### src/rtl/wb_uart_cmd_pkg.sv
// Shared types and ASCII helpers for the UART-to-Wishbone command master.
package wb_uart_cmd_pkg;

  typedef enum logic [3:0] {
    IDLE,
    GET_ADDR,
    GET_WDATA,
    GET_RCNT,
    WB_REQ,
    TX_HI,
    TX_LO,
    TX_WAIT,
    TX_STATUS
  } state_e;

  typedef enum logic [1:0] {
    T_IDLE,
    T_SEND,
    T_HOLD,
    T_DRAIN
  } tx_state_e;

  localparam logic [7:0] CH_A    = 8'h41;
  localparam logic [7:0] CH_W    = 8'h57;
  localparam logic [7:0] CH_R    = 8'h52;
  localparam logic [7:0] CH_K    = 8'h4B;
  localparam logic [7:0] CH_E    = 8'h45;
  localparam logic [7:0] CH_BANG = 8'h21;

  // Bit 4 is the valid flag; only uppercase hex is accepted.
  function automatic logic [4:0] hex2nib(input logic [7:0] c);
    logic [4:0] r;
    r = '0;
    if (c >= 8'h30 && c <= 8'h39) begin
      r = {1'b1, c[3:0]};
    end else if (c >= 8'h41 && c <= 8'h46) begin
      r = {1'b1, c[3:0] + 4'd9};
    end
    return r;
  endfunction

  function automatic logic [7:0] nib2hex(input logic [3:0] n);
    return (n < 4'd10) ? (8'h30 + {4'd0, n}) : (8'h37 + {4'd0, n});
  endfunction

endpackage

### src/rtl/wb_uart_cmd_tx.sv
// Single-byte UART transmit handshake: waits for an idle transmitter,
// strobes the byte, then waits for the transmitter to finish.
module wb_uart_cmd_tx
  import wb_uart_cmd_pkg::*;
(
  input  logic       i_clk,
  input  logic       i_reset_n,
  input  logic       i_start,
  input  logic [7:0] i_byte,
  input  logic       i_tx_busy,
  output logic [7:0] o_tx_data,
  output logic       o_tx_valid,
  output logic       o_done
);

  tx_state_e  state_q, state_d;
  logic [7:0] byte_q, byte_d;

  always_ff @(posedge i_clk or negedge i_reset_n) begin
    if (!i_reset_n) begin
      state_q <= T_IDLE;
      byte_q  <= '0;
    end else begin
      state_q <= state_d;
      byte_q  <= byte_d;
    end
  end

  // T_HOLD skips one cycle so the transmitter has time to raise busy.
  always_comb begin
    state_d    = state_q;
    byte_d     = byte_q;
    o_tx_valid = 1'b0;
    o_done     = 1'b0;
    case (state_q)
      T_IDLE: begin
        if (i_start) begin
          byte_d  = i_byte;
          state_d = T_SEND;
        end
      end
      T_SEND: begin
        if (!i_tx_busy) begin
          o_tx_valid = 1'b1;
          state_d    = T_HOLD;
        end
      end
      T_HOLD:  state_d = T_DRAIN;
      T_DRAIN: begin
        if (!i_tx_busy) begin
          o_done  = 1'b1;
          state_d = T_IDLE;
        end
      end
      default: state_d = T_IDLE;
    endcase
  end

  assign o_tx_data = byte_q;

endmodule

### src/rtl/wb_uart_cmd_master.sv
// ASCII command parser driving Wishbone classic single cycles from a UART.
// Optional bus timeout with '!' response is enabled by WB_TIMEOUT_EN.
module wb_uart_cmd_master
  import wb_uart_cmd_pkg::*;
#(
  parameter int unsigned ADDR_DIGITS = 1,
`ifdef WB_TIMEOUT_EN
  parameter int unsigned TIMEOUT     = 255,
`endif
  localparam int unsigned ADDR_W     = 4 * ADDR_DIGITS
) (
  input  logic              i_clk,
  input  logic              i_reset_n,
  input  logic [7:0]        i_rx_data,
  input  logic              i_rx_valid,
  output logic              o_rx_clear,
  output logic [7:0]        o_tx_data,
  output logic              o_tx_valid,
  input  logic              i_tx_busy,
  output logic              o_wb_cyc,
  output logic              o_wb_stb,
  output logic              o_wb_we,
  output logic [ADDR_W-1:0] o_wb_adr,
  output logic [7:0]        o_wb_dat,
  input  logic [7:0]        i_wb_dat,
  input  logic              i_wb_ack
);

  localparam logic [7:0] DIG_LAST = 8'(ADDR_DIGITS - 1);

  state_e              state_q, state_d, ret_q, ret_d;
  logic [ADDR_W-1:0]   addr_q, addr_d, acc_q, acc_d;
  logic [7:0]          dig_q, dig_d, wdat_q, wdat_d, rdat_q, rdat_d, status_q, status_d;
  logic [3:0]          rcnt_q, rcnt_d;
  logic                we_q, we_d, armed_q, armed_d, clear_q, clear_d;

  logic                rx_take, tx_start, tx_done;
  logic [7:0]          tx_byte;
  logic [4:0]          nib;

`ifdef WB_TIMEOUT_EN
  localparam int unsigned        TMO_W    = $clog2(TIMEOUT + 1);
  localparam logic [TMO_W-1:0]   TMO_LAST = TMO_W'(TIMEOUT - 1);
  logic [TMO_W-1:0]              tmo_q, tmo_d;

  always_ff @(posedge i_clk or negedge i_reset_n) begin
    if (!i_reset_n) tmo_q <= '0;
    else            tmo_q <= tmo_d;
  end

  always_comb tmo_d = (state_q == WB_REQ) ? tmo_q + TMO_W'(1) : '0;
`endif

  always_ff @(posedge i_clk or negedge i_reset_n) begin
    if (!i_reset_n) begin
      state_q  <= IDLE;
      ret_q    <= IDLE;
      addr_q   <= '0;
      acc_q    <= '0;
      dig_q    <= '0;
      wdat_q   <= '0;
      rdat_q   <= '0;
      status_q <= '0;
      rcnt_q   <= '0;
      we_q     <= 1'b0;
      armed_q  <= 1'b1;
      clear_q  <= 1'b0;
    end else begin
      state_q  <= state_d;
      ret_q    <= ret_d;
      addr_q   <= addr_d;
      acc_q    <= acc_d;
      dig_q    <= dig_d;
      wdat_q   <= wdat_d;
      rdat_q   <= rdat_d;
      status_q <= status_d;
      rcnt_q   <= rcnt_d;
      we_q     <= we_d;
      armed_q  <= armed_d;
      clear_q  <= clear_d;
    end
  end

  // A byte is only taken in parse states and only once per valid-high episode.
  assign rx_take = i_rx_valid && armed_q &&
                   (state_q == IDLE || state_q == GET_ADDR ||
                    state_q == GET_WDATA || state_q == GET_RCNT);
  assign nib = hex2nib(i_rx_data);

  always_comb begin
    state_d  = state_q;
    ret_d    = ret_q;
    addr_d   = addr_q;
    acc_d    = acc_q;
    dig_d    = dig_q;
    wdat_d   = wdat_q;
    rdat_d   = rdat_q;
    status_d = status_q;
    rcnt_d   = rcnt_q;
    we_d     = we_q;
    armed_d  = armed_q | ~i_rx_valid;
    clear_d  = rx_take;
    tx_start = 1'b0;
    tx_byte  = status_q;
    if (rx_take) armed_d = 1'b0;

    case (state_q)
      IDLE: begin
        if (rx_take) begin
          dig_d = '0;
          acc_d = '0;
          case (i_rx_data)
            CH_A:    state_d = GET_ADDR;
            CH_W:    state_d = GET_WDATA;
            CH_R:    state_d = GET_RCNT;
            default: begin
              status_d = CH_E;
              state_d  = TX_STATUS;
            end
          endcase
        end
      end
      GET_ADDR: begin
        if (rx_take) begin
          if (!nib[4]) begin
            status_d = CH_E;
            state_d  = TX_STATUS;
          end else begin
            acc_d = (acc_q << 4) | ADDR_W'(nib[3:0]);
            dig_d = dig_q + 8'd1;
            if (dig_q == DIG_LAST) begin
              addr_d  = acc_d;
              state_d = IDLE;
            end
          end
        end
      end
      GET_WDATA: begin
        if (rx_take) begin
          if (!nib[4]) begin
            status_d = CH_E;
            state_d  = TX_STATUS;
          end else begin
            wdat_d = {wdat_q[3:0], nib[3:0]};
            dig_d  = dig_q + 8'd1;
            if (dig_q == 8'd1) begin
              we_d    = 1'b1;
              state_d = WB_REQ;
            end
          end
        end
      end
      GET_RCNT: begin
        if (rx_take) begin
          if (!nib[4]) begin
            status_d = CH_E;
            state_d  = TX_STATUS;
          end else begin
            rcnt_d  = nib[3:0];
            we_d    = 1'b0;
            state_d = WB_REQ;
          end
        end
      end
      WB_REQ: begin
        if (i_wb_ack) begin
          if (we_q) begin
            status_d = CH_K;
            state_d  = TX_STATUS;
          end else begin
            rdat_d  = i_wb_dat;
            addr_d  = addr_q + ADDR_W'(1);
            state_d = TX_HI;
          end
        end
`ifdef WB_TIMEOUT_EN
        else if (tmo_q == TMO_LAST) begin
          status_d = CH_BANG;
          state_d  = TX_STATUS;
        end
`endif
      end
      TX_HI: begin
        tx_start = 1'b1;
        tx_byte  = nib2hex(rdat_q[7:4]);
        ret_d    = TX_LO;
        state_d  = TX_WAIT;
      end
      TX_LO: begin
        tx_start = 1'b1;
        tx_byte  = nib2hex(rdat_q[3:0]);
        if (rcnt_q == 4'd0) begin
          ret_d = IDLE;
        end else begin
          rcnt_d = rcnt_q - 4'd1;
          ret_d  = WB_REQ;
        end
        state_d = TX_WAIT;
      end
      TX_STATUS: begin
        tx_start = 1'b1;
        ret_d    = IDLE;
        state_d  = TX_WAIT;
      end
      TX_WAIT: begin
        if (tx_done) state_d = ret_q;
      end
      default: state_d = IDLE;
    endcase
  end

  wb_uart_cmd_tx u_tx (
    .i_clk      (i_clk),
    .i_reset_n  (i_reset_n),
    .i_start    (tx_start),
    .i_byte     (tx_byte),
    .i_tx_busy  (i_tx_busy),
    .o_tx_data  (o_tx_data),
    .o_tx_valid (o_tx_valid),
    .o_done     (tx_done)
  );

  assign o_rx_clear = clear_q;
  assign o_wb_cyc   = (state_q == WB_REQ);
  assign o_wb_stb   = (state_q == WB_REQ);
  assign o_wb_we    = we_q & o_wb_cyc;
  assign o_wb_adr   = addr_q;
  assign o_wb_dat   = wdat_q;

endmodule

### config.mk
export PLATFORM = sky130hd
export DESIGN_NAME = wb_uart_cmd_master
export DESIGN_NICKNAME = d
export VERILOG_FILES = /design/src/rtl/wb_uart_cmd_pkg.sv /design/src/rtl/wb_uart_cmd_tx.sv /design/src/rtl/wb_uart_cmd_master.sv
export SDC_FILE = /design/constraint.sdc
export NUM_CORES = 1
export LEC_CHECK = 0
export ABC_CLOCK_PERIOD_IN_PS = 2600
export CORE_MARGIN = 5
export CORE_UTILIZATION = 47
export DETAILED_ROUTE_END_ITERATION = 8
export PLACE_DENSITY = 0.7
export RECOVER_POWER = 25
export SYNTH_ARGS = -nofsm -noshare
export SYNTH_HDL_FRONTEND = slang
export SYNTH_SLANG_ARGS = --single-unit
### constraint.sdc
create_clock -name i_clk -period 2.6 [get_ports i_clk]
set_input_delay 0.52 -clock i_clk [delete_from_list [all_inputs] [get_ports i_clk]]
set_output_delay 0.52 -clock i_clk [all_outputs]
set_load 0.05 [all_outputs]
Word-level counts from Yosys, hierarchy flattened

Cells that the tools add are included.
Widths: inputs -> output; s select.

Register bits: 61
Input port bits: 21
Output and inout bits: 25
Logic and storage cells: 158

$add $sub $neg: 8
Order comparisons: 6
Equal/unequal tests: 39
Mux-type cells: 57
Bitwise operators: 4
Reductions and logical operators: 31

Operators by type and width:

| cell                | count |
|---|---|
| $mux 4              | 20 |
| $mux 8              | 9 |
| $pmux 8 s2          | 2 |
| $ne 2x2->1 const B  | 15 |
| $add 6x4->7 const A | 4 |
| $pmux 4 s7          | 1 |
| $eq 8x7->1 const B  | 3 |
| $pmux 4 s3          | 2 |
| $pmux 8 s3          | 1 |
| $eq 4x3->1 const B  | 4 |
| $pmux 4 s2          | 2 |
| $mux 7              | 2 |
| $ne 2x1->1 const B  | 7 |
| $reduce_and 6->1    | 2 |
| $mux 1              | 10 |
| $mux 5              | 2 |
| $reduce_and 3->1    | 3 |
| $reduce_or 3->1     | 3 |
| $add 8x1->8 const B | 1 |
| $eq 4x2->1 const B  | 2 |
| $eq 8x1->1 const B  | 1 |
| $ge 8x6->1 const B  | 1 |
| $ge 8x7->1 const B  | 1 |
| $le 8x6->1 const B  | 1 |
| other kinds (29)    | 46 |

Longest topological paths before layout

Gate-level depths: netlist of run 1.

Depth after elaboration: 8
Gate-level depth with buffers: 9
Gate-level depth less buffers: 8

By module

Synthesis of run 1 repeated with hierarchy kept, for this count alone.

Cells, all modules: 373
Area, all modules: 3394.5 um^2

Modules (own cells, without submodules):

| module             | times used | cells an instance | area an instance (um^2) | seq. area each (um^2) |
|---|---|---|---|---|
| wb_uart_cmd_master | 1          | 339               | 2915.3                  | 1102.3 |
| wb_uart_cmd_tx     | 1          | 34                | 479.2                   | 250.2 |

Worst setup path after synthesis of run 1

No wires, ideal clock.

Path kind: reg2reg
From: register state_q[1]
To: register addr_q[1], in the netlist o_wb_adr[1]
Library setup time: 0.125 ns
Arrival: 2.353 ns
Required time: 2.475 ns
Setup slack: 0.122 ns
Stages on the path, launching flop included: 9
Path buffers: 2
Clock period less this slack: 2.478 ns
Cells stage by stage: dfrtp_1 -> clkbuf_1 -> nor2_1 -> nand2_1 -> inv_1 -> nand3b_1 -> clkbuf_1 -> o21ai_1 -> mux2_2

Elaborated cells between the ends (all ways): 17
Those cells by class: eq/ne: 9; mux: 1; reduce/logical: 7

RTL lines:

| item                                         | RTL line                 | text |
|---|---|---|
| start, declared                              | wb_uart_cmd_master.sv:31 | `state_e state_q, state_d, ret_q, ret_d;` |
| start signal, assigned                       | wb_uart_cmd_master.sv:69 | `state_q <= state_d;` |
| $eq 4x3->1 *                                 | n/a                      |  |
| net o_wb_cyc                                 | wb_uart_cmd_master.sv:20 | `output logic o_wb_cyc,` |
| $ne 2x2->1 (no line) (tied with other cells) | n/a                      |  |
| $reduce_and 6->1 (no line)                   | n/a                      |  |
| end signal, assigned                         | wb_uart_cmd_master.sv:71 | `addr_q <= addr_d;` |
| end, declared                                | wb_uart_cmd_master.sv:32 | `logic [ADDR_W-1:0] addr_q, addr_d, acc_q, acc_d;` |

Mark *: on every way through the listed nets, which the timed path passes. The rest lies on a longest branch.
A chain may end at the register's enable or synchronous reset.

Final worst setup path of run 1

From: input port i_rx_data[5]
To: register dig_q[7]

Longest elaborated chain between the ends: 6
Elaborated cells between the ends (all ways): 10
Those cells by class: order compare: 4; eq/ne: 1; mux: 2; reduce/logical: 3

Ends and longest elaborated chain:

| item                                     | RTL line                 | text |
|---|---|---|
| start, declared                          | wb_uart_cmd_master.sv:14 | `input logic [7:0] i_rx_data,` |
| $ge 8x7->1 or $le 8x7->1 (tied branches) | wb_uart_cmd_pkg.sv:36    | `end else if (c >= 8'h41 && c <= 8'h46) begin` |
| $logic_and 1x1->1                        | wb_uart_cmd_pkg.sv:36    |  |
| $mux 5                                   | wb_uart_cmd_pkg.sv:36    |  |
| $mux 5 *                                 | wb_uart_cmd_pkg.sv:34    | `if (c >= 8'h30 && c <= 8'h39) begin` |
| $ne 2x1->1 (no line) *                   | n/a                      |  |
| $reduce_and 4->1 (no line) *             | n/a                      |  |
| end signal, assigned                     | wb_uart_cmd_master.sv:73 | `dig_q <= dig_d;` |
| end, declared                            | wb_uart_cmd_master.sv:33 | `logic [7:0] dig_q, dig_d, wdat_q, wdat_d, rdat_q, rdat_d, status_q, status_d;` |

Mark *: on every way between the ends. The rest lies on a longest branch, timed or not.

==> results of run 1 <==
[per-layer routing]
metal	up-vias	track usage	wire length, um
li1	1539	-	-
met1	1504	0.2957	4036
met2	92	0.3206	4047
met3	8	0.02709	427
met4	0	0.06851	128
met5	-	0	0
[placed cells by master, fill, tap and decap left out, drive strengths merged, types with 3 or more instances in the layout]
| cell type | instances |
|---|---|
| a21oi | 33 |
| clkbuf | 7 |
| buf | 48 |
| a2111oi | 3 |
| or3 | 3 |
| mux2 | 14 |
| nor3b | 3 |
| or4 | 4 |
| nor4 | 4 |
| and3 | 3 |
| clkdlybuf4s50 | 33 |
| nand2b | 5 |
| a21o | 3 |
| nor2b | 7 |
| a211oi | 4 |
| dlygate4sd2 | 5 |
| dfrtp | 52 |
| a22o | 3 |
| o22ai | 4 |
| nor2 | 29 |
| ha | 17 |
| mux2i | 5 |
| o21ai | 33 |
| o22a | 3 |
| inv | 21 |
| xnor2 | 4 |
| nand3 | 11 |
| a31oi | 7 |
| nand2 | 39 |
| nor3 | 14 |
[critical path, stage by stage]
cell	delay, ns
dlygate4sd2_1	0.26
or4b_4	0.58
nor4_4	0.37
o21ai_2	0.11
a21o_1	0.24
or4_4	0.52
a21oi_2	0.13
[power groups by stage]
stage | clock network [W] | registers [W] | logic (W)
2_1_floorplan | 0 | 0.00156 | 0.00134
3_3_place_gp | 0 | 0.00137 | 0.00225
3_5_place_dp | 0 | 0.00138 | 0.00231
4_1_cts | 0.000500 | 0.00136 | 0.00231
5_1_grt | 0.000538 | 0.00142 | 0.00255
6_report | 0.000487 | 0.00137 | 0.00231
[what timing repair did]
action / 4_1_cts / 5_1_grt
resized for setup: 5 / 6
pin swaps: 4 / 2
setup endpoints to repair: 1 / 11
hold endpoints to repair: 0 / 0
hold buffers: 0 / 0
[layout make-up]
type | count | area (um^2) | area share
clock buffers | 5 | 68.82 | 0.01585
clock inverters | 3 | 21.27 | 0.004898
inverters | 20 | 75.07 | 0.01729
multi-input cells | 292 | 1921 | 0.4422
flip-flops and latches | 53 | 1328 | 0.3057
well taps | 99 | 123.9 | 0.02852
repair buffers | 89 | 805.8 | 0.1855
[final timing paths]
path                                    from                end
max                             i_rx_data[5]           dig_q[7]
min                                i_reset_n        o_wb_dat[6]
max reg2reg                       state_q[1]  u_tx.o_tx_data[3]
min reg2reg                u_tx.o_tx_data[3]  u_tx.o_tx_data[3]
max in group asynchronous          i_reset_n           ret_q[1]
min in group i_clk         u_tx.o_tx_data[3]  u_tx.o_tx_data[3]
[cell families after synthesis]
logic type | Yosys count
AND/OR/NAND/NOR | 135
AO/OA/AOI/OAI | 115
flip-flops | 53
buffers and inverters | 37
multiplexers | 19
adder cells (fa/ha/maj) | 17
XOR/XNOR | 5
other | 1
[flip-flops by register name, indices dropped and copies added (netlist names)]
name	flops
state_q	4
armed_q	1
u_tx.o_tx_data	7
status_q	3
o_rx_clear	1
rcnt_q	4
dig_q	8
o_wb_adr	4
rdat_q	8
u_tx.state_q	2
we_q	1
o_wb_dat	8
ret_q	2
[metrics by stage]
step / instances / hold slack, ns / area [um^2] / utilization / setup TNS [ns]
6_report: 561 / 0.3405 / 4343 / 0.6085 / 0
5_1_grt: 561 / 0.4481 / 4343 / 0.6085 / 0
4_1_cts: 561 / 0.1491 / 4342 / 0.6083 / 0
3_5_place_dp: 553 / 0.4689 / 4258 / 0.5966 / -7.257
3_3_place_gp: 553 / 0.4612 / 4258 / 0.5966 / -6.393
2_1_floorplan: 382 / 0.2244 / 3383 / - / 0
==> metrics, run 1 <==
vias in the first global route 3119; DIE WIDTH 94.85 um; Mapped Area 3383 um^2; Post-Place Worst Slack -0.3761 ns; Required @ worst endpoint 2.85 ns; largest cells by area after synthesis dfrtp_1 38%, ha_1 6.3%, a21oi_1 4.7%; status finished, final reports clean; total gr overflow 0; mux share of post-synthesis cell area 0.06139; Final ANT Viol Nets 0; Power, Total 0.004169 W; wire per inst 15.40 um; post-synth top area cell dfrtp_1; clock sink count 53; vias per cell 5.602; FF+latch count, synth 53; Syn Nets 420; Post-CTS Setup Inserts 0; worst skew pair latency 0.32 ns; DP HPWL 6679 um; Unique masters post-synth 62; Post-synth top flop dfrtp_1; Filler Cell Count 665; reg2reg setup slack 0.32 ns; Critical Path AT 2.73 ns; CTS tree yes; antenna violations before repair 0; simple-gate share of the synthesized area 0.2053; first-pass GRT wire length 14770 um; Final WS setup 0.1234 ns; most frequent cell after synthesis dfrtp_1; FF-to-FF path depth 8; Compound-Gate Fraction of Synth Area 0.2197; sequential share of the synthesized area 0.3924; share of the synthesized area in the top cell type 0.3846; I/O pins 46; MaxCap Viol Count 0; number of synthesized flops with an enable pin 0; P_int 0.002218 W; critical path type in -> reg; crit end category register; final net count 499; NetSw 0.001951 W; ANT cells 0; TritonCTS Buffers 5; clock share of power 0.117; Synthesis Warnings 0; full die area 8996 um^2; Slew @ Worst Pin 1.014 ns; Peak VDD IR 0.4231 mV; Layout Area Growth over Synthesis 28.37%; WL final 8639 um; Gate Count Post-Synth 382; HP Class in -> async; Placeable Area 7137 um^2; total number of placement rows 31; adder-cell share of the synthesized area 0.06287; Max clock buf depth 2; H-tree Lvls 2; Final setup viols 0; fin crit period 2.477 ns; Power per Cell Area 960.0 nW/um^2; number of port buffers 44; LEAKAGE 1.911 nW; Post-synth top cells 52 x dfrtp_1, 39 x nand2_1, 32 x a21oi_1; first drt pass iteration count 5; FFs w/ async S/R, synth 1.000; Hold Vio Cnt, Final 0; Slew Viols, Final 0; Avg Inst Size Synth 8.857 um^2; xor/xnor share of the synthesized area 0.01294; Clock Tree Root clkbuf_8; layout cell share with drive strength beyond 1 0.1926; RD Place Congestion 0.8928; Slew headroom 0.3237; RSZ-0062 raised after global routing false; final worst path period share 0.9526; largest net degree at the start of global routing 36; die height 94.85 um; Max Clock Skew 0.01432 ns; Worst setup SP type input pin; largest family of logic cells by synthesized area compound AO/OA/AOI/OAI gates; initial DRC count 260; GRT Util Overall 0.2062; Starting Density 0.4741; switching share of total power 0.4681; fmax 0.4038 GHz; Combinational Power Share 0.555; sequential power share 0.329; Crit Path Max Fanout 5; Residual DRC 0; clk slew on worst S/H paths 0.10 ns; vias 3143
Power figures use the tool's default switching activity.
==> inputs of run 2 (changes only) <==
--- a/config.mk
+++ b/config.mk
@@ -14,3 +14,4 @@
 export SYNTH_ARGS = -nofsm -noshare
 export SYNTH_HDL_FRONTEND = slang
+export SYNTH_HIERARCHICAL = 1
 export SYNTH_SLANG_ARGS = --single-unit
==> constraint.sdc (replaced) <==
create_clock -name i_clk -period 2.6 [get_ports i_clk]
set_input_delay 0.52 -clock i_clk [delete_from_list [all_inputs] [get_ports i_clk]]
set_output_delay 0.52 -clock i_clk [all_outputs]
set_load 0.1 [all_outputs]
==> run 2 against run 1 <==
Global-route usage down 1.5 points. Flip-flop and latch count up 1. Core utilization up 0.46 points. Routed wire length down 6.3%. Total power down 4.0%. Fmax down 4.4%. Die area up 0.30%. Register-to-register slack better by 0.12 ns. Synthesized cell count down 2.4%. Clock skew down 0.0084 ns. First-iteration DRC count down 38%.
==> metrics, run 2 <==
status finished, final reports clean; final worst path period share 0.9963; Starting Density 0.4756; Post-synth top flop dfrtp_1; Post-synth top cells 53 x dfrtp_1, 35 x nand2_1, 33 x o21ai_0; Critical Path AT 2.79 ns; clk slew on worst S/H paths 0.09 ns; Layout Area Growth over Synthesis 28.90%; Post-Place Worst Slack -0.5264 ns; Final setup viols 0; Final WS setup 0.009625 ns; RD Place Congestion 0.8622; Hold Vio Cnt, Final 0; first-pass GRT wire length 14020 um; Placed Instance Area 4189 um^2; multi-input logic area 1907 um^2; most common cell after layout, fill and taps aside buf_4; DP HPWL 6193 um; Gate Count Post-Synth 373; Hold Worst Slack 0.4785 ns; crit end category register; first drt pass iteration count 5; non-filler cells, final 558; worst skew pair latency 0.31 ns; Final ANT Viol Nets 0; HP Class reg -> reg; number of synthesized flops with an enable pin 0; RSZ-0062 raised after global routing true; slowest stage delay, CP 0.55 ns; H-tree Lvls 2; crit path buf inv count 4; Max Clock Skew 0.005940 ns; Slew @ Worst Pin 1.425 ns; Post-CTS Hold Buffers 0; total gr overflow 0; Placeable Area 7137 um^2; DIE WIDTH 94.99 um; Synthesis Warnings 6; largest cells by area after synthesis dfrtp_1 39%, mux2_2 7.3%, ha_1 6.3%; die height 94.99 um; Mapped Area 3395 um^2; Unique masters post-synth 62; critical path type in -> reg; Clock Tree Root clkbuf_8; Required @ worst endpoint 2.80 ns; Slew headroom 0.05017; Max clock buf depth 2; ANT cells 0; FF+latch count, synth 54; wire per inst 14.50 um; Syn Nets 411; ordered list of cells on the worst path dlygate4sd2_1 -> or4b_4 -> or4_4 -> buf_4 -> nand2_1 -> buf_4 -> o311ai_0 -> o211ai_1 -> buf_4 -> nand2b_1; setup tns final 0 ns; sequential cell area 1353 um^2; fin crit period 2.590 ns; LEAKAGE 2.006 nW; GRT Util Overall 0.1915; TritonCTS Buffers 5; post-synth top area cell dfrtp_1; Residual DRC 0; vias 3049; most frequent CP cell buf_4; Peak VDD IR 0.7479 mV; commonest non-fill, non-tap cells in the layout 68 x buf_4, 53 x dfrtp_1, 35 x nand2_1; vias per cell 5.464; vias in the first global route 3060; final net count 496; fmax 0.3860 GHz; Worst setup SP type input pin; I/O pins 46; antenna violations before repair 0; largest net degree at the start of global routing 29; most frequent cell after synthesis dfrtp_1; initial DRC count 160; Power per Cell Area 915.0 nW/um^2; Avg Inst Size Synth 9.101 um^2; number of port buffers 45; Filler Cell Count 643; Crit Path Max Fanout 4; layout cell share with drive strength beyond 1 0.2810; final instance area 4375 um^2; Slowest-stage cell, CP or4_4; dpl cells 545; clock sink count 54; MaxCap Viol Count 0; sequential share of the synthesized area 0.3985; CP top delay family simple AND/OR/NAND/NOR gates; Slew Viols, Final 0; FFs w/ async S/R, synth 1.000; share of the synthesized area in the top cell type 0.3907; CTS tree yes; WL final 8091 um; full die area 9022 um^2; total number of placement rows 31
[run 2: logic make-up after synthesis]
logic type | Yosys count | share of synthesized area
simple gates | 117 | 0.1710
other cells | 1 | 0.001105
mux | 25 | 0.08330
buf+inv | 41 | 0.06045
fa+ha+maj | 18 | 0.06561
flops | 54 | 0.3985
compound gates | 113 | 0.2097
xor+xnor | 4 | 0.01032
[run 2: per-layer routing]
| metal | global-route usage | wire (um) | vias to the layer above |
|---|---|---|---|
| met4 | 0.05048 | 66 | 0 |
| met3 | 0.02789 | 372 | 4 |
| li1 | - | - | 1512 |
| met5 | 0 | 0 | - |
| met1 | 0.2525 | 3670 | 1463 |
| met2 | 0.3282 | 3981 | 70 |
[run 2: path summary, 6_finish.rpt]
path | cells past startpoint | from | slack (ns) | to
min | 1 | status_q[0] | 0.48 | status_q[0]
min in group asynchronous | 1 | i_reset_n | 0.52 | o_rx_clear
max in group asynchronous | 2 | i_reset_n | 0.66 | rdat_q[4]
max | 10 | i_rx_data[3] | 0.01 | status_q[0]
min reg2reg | 1 | status_q[0] | 0.48 | status_q[0]
max reg2reg | 8 | state_q[3] | 0.44 | o_wb_adr[3]
[run 2: power breakdown]
part,switching [W],total (W),leakage [nW],internal [W]
Combinational,0.00144,0.00222,1.27,0.000784
Sequential,0.000229,0.00129,0.693,0.00106
Clock,0.000279,0.000493,0.0472,0.000215
Total,0.00194,0.00400,2.01,0.00206
[run 2: timing repair]
| item | in CTS | in global routing |
|---|---|---|
| gates resized for setup | 10 | 10 |
| pin swaps | 9 | 5 |
| endpoints found under the hold margin | 0 | 0 |
| endpoints found under the setup margin | 27 | 25 |
| setup buffers | 3 | 2 |
[run 2: layout make-up]
| cell class | count | area share |
|---|---|---|
| multi-input cells | 278 | 0.4358 |
| flip-flops and latches | 54 | 0.3091 |
| repair buffers | 94 | 0.1827 |
| well taps | 99 | 0.02831 |
| inverters | 25 | 0.02230 |
| clock buffers | 6 | 0.01887 |
| clock inverters | 2 | 0.002860 |
[run 2: stage by stage]
stage | utilization | power, W
floorplan | - | 0.002932
global placement | 0.5870 | 0.003425
detailed placement | 0.5870 | 0.003484
CTS | 0.6064 | 0.003990
global route | 0.6131 | 0.004279
finish | 0.6131 | 0.004004
==> inputs of run 3 (changes only) <==
- ABC_CLOCK_PERIOD_IN_PS: 2600 -> 2320
- CAP_MARGIN: unset -> 0
- PLACE_DENSITY: 0.7 -> 0.73
- clock period: 2.6 -> 2.32 ns (I/O delays scaled with it)
==> run 3 against run 2 <==
Die area unchanged. Worst setup slack got worse by 0.0084 ns. Routed wire length grew 2.9%. Total power rose by 15%. Hold slack got worse by 0.014 ns. Sequential power up 14%. Via count up 0.62%. First-iteration DRC count is 31% higher. Final area increased by 0.97%. Critical path type unchanged. Largest cell class unchanged. Largest power group unchanged.
==> metrics, run 3 (synthesis gave the netlist of run 2 again) <==
status finished, final reports clean; Max Clock Skew 0.01026 ns; Starting Density 0.4756; DP HPWL 6531 um; final net count 500; die height 94.99 um; Crit Path Max Fanout 5; LEAKAGE 2.014 nW; Filler Cell Count 659; initial DRC count 210; Final WS setup 0.001248 ns; I/O pins 46; commonest non-fill, non-tap cells in the layout 72 x buf_4, 53 x dfrtp_1, 32 x nand2_1; vias in the first global route 3084; DIE WIDTH 94.99 um; largest net degree at the start of global routing 26; antenna violations before repair 0; FF-to-FF path depth 8; final worst path period share 0.9995; dpl cells 551; clk slew on worst S/H paths 0.10 ns; ANT cells 0; Hold Worst Slack 0.4643 ns; Placeable Area 7137 um^2; Final ANT Viol Nets 0; vias per cell 5.459; Hold Vio Cnt, Final 0; first-pass GRT wire length 14320 um; critical path type in -> reg; number of port buffers 45; CTS tree yes; GRT Util Overall 0.1984; vias 3068; Post-CTS Hold Buffers 0; fmax 0.4313 GHz; Max clock buf depth 2; Critical Path AT 2.52 ns; most common cell after layout, fill and taps aside buf_4; TritonCTS Buffers 5; Power per Cell Area 1045 nW/um^2; first drt pass iteration count 6; RD Place Congestion 0.8970; final instance area 4418 um^2; MaxCap Viol Count 0; Placed Instance Area 4263 um^2; H-tree Lvls 2; Clock Tree Root clkbuf_8; Layout Area Growth over Synthesis 30.15%; Post-Place Worst Slack -0.6797 ns; HP Class in -> async; Residual DRC 0; total gr overflow 0; wire per inst 14.81 um; RSZ-0062 raised after global routing true; Final setup viols 0; Peak VDD IR 0.6162 mV; Power, Total 0.004618 W; non-filler cells, final 562; crit end category register; r2r endpoint o_wb_adr[3]; reg2reg setup slack 0.27 ns; full die area 9022 um^2; clock sink count 54; layout cell share with drive strength beyond 1 0.3110; Required @ worst endpoint 2.53 ns; Slew headroom 0.04477; fin crit period 2.319 ns; worst skew pair latency 0.31 ns; Worst setup SP type input pin; Slew @ Worst Pin 1.433 ns; total number of placement rows 31; Slew Viols, Final 0; WL final 8326 um; r2r startpoint state_q[1]
## run 3: cell count changes in the layout (fill, tap and decap cells not counted), sizes merged
cell,before,now
clkinv,1,0
dlygate4sd2,5,2
buf,73,80
inv,24,25
dlymetal6s2s,2,0
clkbuf,8,10
## run 3: critical path, cell delays in order
cell and delay [ns]:
buf_2 0.10, or4b_4 0.54, or4_4 0.57, a31oi_4 0.17, o2111ai_2 0.16, buf_4 0.16
buf_4 0.13, o211ai_1 0.15, nand3_1 0.09
## run 3: layer usage
metal	share of wire	global-route usage
met2	0.48	0.3318
met5	0	0
met3	0.044	0.03187
met1	0.46	0.2677
met4	0.011	0.05048
## run 3: metrics by stage
step	utilization	setup TNS, ns
after floorplan	-	-1.430
after global placement	0.5973	-15.59
after detailed placement	0.5973	-16.82
after CTS	0.6204	0
after global routing	0.6190	-0.08594
final	0.6190	0
## run 3: worst max path at each step
stage	depth (start not counted)	to	start
6_report	9	dig_q[6]	i_rx_data[7]
5_1_grt	9	dig_q[6]	i_rx_data[7]
4_1_cts	7	dig_q[4]	i_rx_data[6]
3_5_place_dp	7	dig_q[4]	i_rx_data[5]
3_3_place_gp	7	dig_q[4]	i_rx_data[5]
2_1_floorplan	7	dig_q[4]	i_rx_data[5]
## run 3: layout make-up
cell class | count | area [um^2] | share of cell area
Inverter | 25 | 97.59 | 0.02209
Multi-Input combinational cell | 278 | 1942 | 0.4395
Timing Repair Buffer | 98 | 803.3 | 0.1818
Clock buffer | 6 | 82.58 | 0.01869
Clock inverter | 2 | 16.27 | 0.003682
Tap cell | 99 | 123.9 | 0.02804
Sequential cell | 54 | 1353 | 0.3061
## run 3: timing repair
action	in CTS	in global routing
pin swaps	9	3
setup endpoints to repair	32	5
buffers inserted	3	0
gates resized for setup	32	3
## run 3: report_power, final
group / total (W) / internal [W] / leakage [nW] / switching (W)
registers: 0.00147 / 0.00119 / 0.693 / 0.000278
clock network: 0.000567 / 0.000246 / 0.0478 / 0.000321
logic: 0.00258 / 0.000940 / 1.27 / 0.00164
